`config.mk`:
```
export PLATFORM = sky130hd
export DESIGN_NAME = sid_pot_adc
export DESIGN_NICKNAME = d
export VERILOG_FILES = /design/src/rtl/sid_pkg.sv /design/src/rtl/sid_pot_sync.sv /design/src/rtl/sid_pot_adc.sv
export SDC_FILE = /design/constraint.sdc
export NUM_CORES = 1
export LEC_CHECK = 0
export CAP_MARGIN = 25
export CORE_MARGIN = 10
export CORE_UTILIZATION = 50
export CTS_CLUSTER_DIAMETER = 60
export DETAILED_ROUTE_END_ITERATION = 6
export MAX_ROUTING_LAYER = met4
export PLACE_DENSITY_LB_ADDON = 0.05
export RECOVER_POWER = 50
export SLEW_MARGIN = 25
export SYNTH_ARGS = -nofsm -noshare
export SYNTH_HDL_FRONTEND = slang
export SYNTH_SLANG_ARGS = --single-unit
```
`constraint.sdc`:
```
create_clock -name clk -period 2.7 [get_ports clk]
set_input_delay 0.54 -clock clk [delete_from_list [all_inputs] [get_ports clk]]
set_output_delay 0.54 -clock clk [all_outputs]
set_load 0.03 [all_outputs]
```
`src/rtl/sid_pkg.sv`:
```
// rtl/sid_pkg.sv - shared constants and types for the SID pot converter
package sid_pkg;
    localparam int POT_PHASE_BITS = 9;
    localparam int POT_VAL_BITS   = 8;
    localparam logic [POT_VAL_BITS-1:0] POT_MAX = 8'hFF;

    typedef logic [POT_VAL_BITS-1:0] pot_val_t;

    function automatic pot_val_t pot_sat_inc(input pot_val_t v);
        return (v == POT_MAX) ? v : v + 8'd1;
    endfunction
endpackage

```
`src/rtl/sid_pot_sync.sv`:
```
// rtl/sid_pot_sync.sv - single-bit multi-stage comparator synchronizer
module sid_pot_sync #(
    parameter int SYNC_STAGES = 2
) (
    input  logic clk,
    input  logic rst,
    input  logic d,
    output logic q
);
    logic [SYNC_STAGES-1:0] ff;

    always_ff @(posedge clk or posedge rst) begin
        if (rst) begin
            ff <= '0;
        end else begin
            ff <= {ff[SYNC_STAGES-2:0], d};
        end
    end

    assign q = ff[SYNC_STAGES-1];
endmodule

```
`src/rtl/sid_pot_adc.sv`:
```
// rtl/sid_pot_adc.sv - POTX/POTY integrating RC converter with shared 512-tick sequencer
module sid_pot_adc
    import sid_pkg::*;
#(
    parameter int NCH         = 2,
    parameter int SYNC_STAGES = 2
) (
    input  logic                              clk,
    input  logic                              rst,
    input  logic                              phi2_en,
    input  logic [NCH-1:0]                    pot_cmp,
    output logic                              pot_discharge,
    output logic [NCH-1:0][POT_VAL_BITS-1:0]  pot_val,
    output logic                              pot_valid
);
    logic [POT_PHASE_BITS-1:0]         phase;
    logic [POT_PHASE_BITS-1:0]         phase_nxt;
    logic [NCH-1:0]                    sync;
    logic [NCH-1:0]                    lock;
    logic [NCH-1:0]                    lock_nxt;
    logic [NCH-1:0][POT_VAL_BITS-1:0]  cnt;
    logic [NCH-1:0][POT_VAL_BITS-1:0]  cnt_nxt;
    logic                              measure;
    logic                              end_conv;

    for (genvar g = 0; g < NCH; g++) begin : g_sync
        sid_pot_sync #(.SYNC_STAGES(SYNC_STAGES)) u_sync (
            .clk (clk),
            .rst (rst),
            .d   (pot_cmp[g]),
            .q   (sync[g])
        );
    end

    assign phase_nxt = phase + 9'd1;
    assign measure   = phase[POT_PHASE_BITS-1];
    assign end_conv  = (phase == 9'h1FF);

    // Count holds on the tick the comparator is first seen high, so cnt equals that tick.
    always_comb begin
        cnt_nxt  = cnt;
        lock_nxt = lock;
        for (int i = 0; i < NCH; i++) begin
            if (!lock[i]) begin
                if (sync[i]) begin
                    lock_nxt[i] = 1'b1;
                end else begin
                    cnt_nxt[i] = pot_sat_inc(cnt[i]);
                end
            end
        end
    end

    always_ff @(posedge clk or posedge rst) begin
        if (rst) begin
            phase         <= '0;
            cnt           <= '0;
            lock          <= '0;
            pot_discharge <= 1'b1;
            pot_val       <= '0;
            pot_valid     <= 1'b0;
        end else begin
            pot_valid <= 1'b0;
            if (phi2_en) begin
                phase         <= phase_nxt;
                pot_discharge <= ~phase_nxt[POT_PHASE_BITS-1];
                if (measure) begin
                    if (end_conv) begin
                        // tick-255 sample is folded into the published result
                        pot_val   <= cnt_nxt;
                        pot_valid <= 1'b1;
                        cnt       <= '0;
                        lock      <= '0;
                    end else begin
                        cnt  <= cnt_nxt;
                        lock <= lock_nxt;
                    end
                end
            end
        end
    end
endmodule

```
==> qor.csv <==
metric;value;unit
p_sw;0.3356;mW
syn_inst;235;
grt_start_max_net_pins;50;
cp.arrival;2.29;ns
end_kind;flop;
fin_crit_sh;0.7729;
hold_class;reg -> reg;
seq_power_share;0.616;
min_path_cells;0;
antenna_cells;0;
first_global_vias;1694;
grtUsageTotal;0.1199;
cts_hold_buf;0;
worstSetupPathType;reg -> reg;
synthDistinctLibCells;47;
clock-sinks;49;
fmax;0.4792;GHz
slew_violations;0;
die_x;89.84;um
r2r-end;pot_val[2]$_DFFE_PP0P_;
rsz0062_at_grt;no;
power;1.365;mW
placementRows;25;
yosysWarningCount;0;
crit_chain;ha_1, nand3_1, nor2_1, ha_1, nand2_1, buf_4, o31ai_1;
relSlewSlack;0.2131;
cp_common_cell;ha_1;
cts_resized;0;
p_int;1.029;mW
drive_gt1_frac;0.1217;
p_comb_frac;0.084;
avgSynthCellArea;10.38;um2
whs;0.3573;ns
clkPwrFrac;0.300;
p_leak;1.295;nW
worstPathMaxFanout;14;
period_minus_slack;2.087;ns
regToRegStartpoint;phase[0]$_DFFE_PP0P_;
cts_tree;done;
syn-num-nets;245;
yosysSeqAreaShare;0.5033;
initial_core_util;0.5163;
crit_buf_inv;1;
critPathTopFamily;simple AND/OR/NAND/NOR gates;
io_pins;23;
yosys_register_bits;49;
portBuffers;22;
dpl.hpwl;3391;um
cap_viol_max_count;0;
netlist_area;2439;um2
finalSetupTns;0;ns
cp_slowest_stage_delay;0.40;ns
vias;1759;
worstMarginPinSlew;1.180;ns
async_flop_share;1.000;
viasPerCell;5.330;
core;4723;um2
pwr_density_cell;483.0;nW/um2
layout_common_cells;dfrtp_1, nand2_1, nor2_1, clkdlybuf4s50_1, o21ai_1;
hp-start;g_sync[0].u_sync.ff[0]$_DFF_PP0_;
r2r.worst_path.cells;7;
fin_skew;0.006159;ns
antenna_found_initial;0;
die_h;89.84;um
ys.flop_type;dfrtp_1;
cp-start-kind;flop;
synth_top_area_share;0.4926;
ant_nets;0;
synthTopCellsByArea;dfrtp_1, nand2_1, mux2i_1;
yosysTopAreaCell;dfrtp_1;
status;finished, final reports clean;
ir_drop;0.2779;mV
cp.required;2.91;ns
root_buffer;clkbuf_8;
holdPathEnd;g_sync[0].u_sync.ff[1]$_DFF_PP0_;
grt_pass1_wl;8024;um
globalRouteOverflowTotal;0;
dieArea;8070;um2
cpMaxStageDelayCell;dfrtp_1;
drc;0;
hold_viol;0;
cts_max_level;2;
cts_buffer_depth;2;
place_congestion;0.8124;
postRouteWirelength;4757;um
swShare;0.2460;
fillerInstances;400;
area_growth;15.85;%
final_nets;272;
drtIter0Drc;66;
cts_buffers;5;
cts_setup_buffers;0;
setup_viol;0;
r2r_slack;0.61;ns
synth-edff-count;0;
cts.clk_slew.worst_paths;0.08;ns
wire_per_inst;14.42;um
dr.pass1.iters;4;
final_common_cell;dfrtp_1;
clk-insertion-delay-late;0.30;ns
[worst max-delay path by stage]
stage | end | from | depth (start not counted) | slack (ns)
6_report | pot_val[2]$_DFFE_PP0P_ | phase[0]$_DFFE_PP0P_ | 7 | 0.61
5_1_grt | pot_val[2]$_DFFE_PP0P_ | phase[0]$_DFFE_PP0P_ | 7 | 0.41
4_1_cts | pot_val[2]$_DFFE_PP0P_ | phase[0]$_DFFE_PP0P_ | 7 | 0.59
3_5_place_dp | pot_val[6]$_DFFE_PP0P_ | phi2_en | 4 | 0.57
3_3_place_gp | pot_val[14]$_DFFE_PP0P_ | phi2_en | 4 | 0.61
2_1_floorplan | pot_val[14]$_DFFE_PP0P_ | phase[0]$_DFFE_PP0P_ | 8 | 0.78
[cells in the mapped netlist, types with 3 or more instances]
cell and n:
xnor2_1 4, nand4_1 6, xor2_1 9, o21ai_0 3, ha_1 5, a21oi_1 13
nand3_1 4, dfrtp_1 48, inv_1 6, nor3_1 3, buf_2 9, nand2_1 28
mux2i_1 10, and2_1 4, o21ai_1 16, nor2_1 21, mux2_2 5, nand4_2 3
[kinds of logic (layout without fill, tap and decap cells)]
kind of cell,after synthesis,count (layout),synth area share
simple gates,80,80,0.1668
compound gates,56,56,0.1611
flops,49,49,0.5033
buf+inv,17,45,0.03232
mux,15,15,0.06414
xor+xnor,13,13,0.04669
fa+ha+maj,5,5,0.02565
[per-stage QoR]
| step | cell area [um2] | cells | setup slack, ns | utilization |
|---|---|---|---|---|
| 4_1_cts | 2844 | 330 | 0.5899 | 0.6021 |
| 6_report | 2825 | 330 | 0.6130 | 0.5981 |
| 2_1_floorplan | 2439 | 235 | 0.7825 | - |
| 3_5_place_dp | 2763 | 322 | 0.5727 | 0.5849 |
| 5_1_grt | 2825 | 330 | 0.4108 | 0.5981 |
| 3_3_place_gp | 2763 | 322 | 0.6086 | 0.5849 |
[power groups by stage]
stage | Sequential [mW] | Clock (mW) | Combinational [mW]
3_3_place_gp | 0.856 | 0 | 0.119
4_1_cts | 0.841 | 0.424 | 0.122
5_1_grt | 0.849 | 0.454 | 0.130
2_1_floorplan | 0.843 | 0 | 0.0962
6_report | 0.841 | 0.409 | 0.115
3_5_place_dp | 0.855 | 0 | 0.122
[metal layers]
layer,part of all wire,global-route usage
met3,0.032,0.02993
met2,0.47,0.1913
met5,0,-
met1,0.49,0.1446
met4,0.014,0.04043
[sequential cells by signal, summed over array words and instances (netlist names)]
signal            count
cnt                  16
g_sync.u_sync.ff      4
lock                  2
phase                 9
pot_discharge         1
pot_val              16
pot_valid             1
[final cells by class]
cell class	count	area, um2	share of cell area
Multi-Input combinational cell	169	1132	0.4008
Clock inverter	1	5.005	0.001771
Inverter	7	26.28	0.009300
Sequential cell	49	1227	0.4345
Timing Repair Buffer	30	274.0	0.09699
Clock buffer	7	76.32	0.02702
Tap cell	67	83.83	0.02967
No activity file was read; power rests on OpenSTA's default activity.
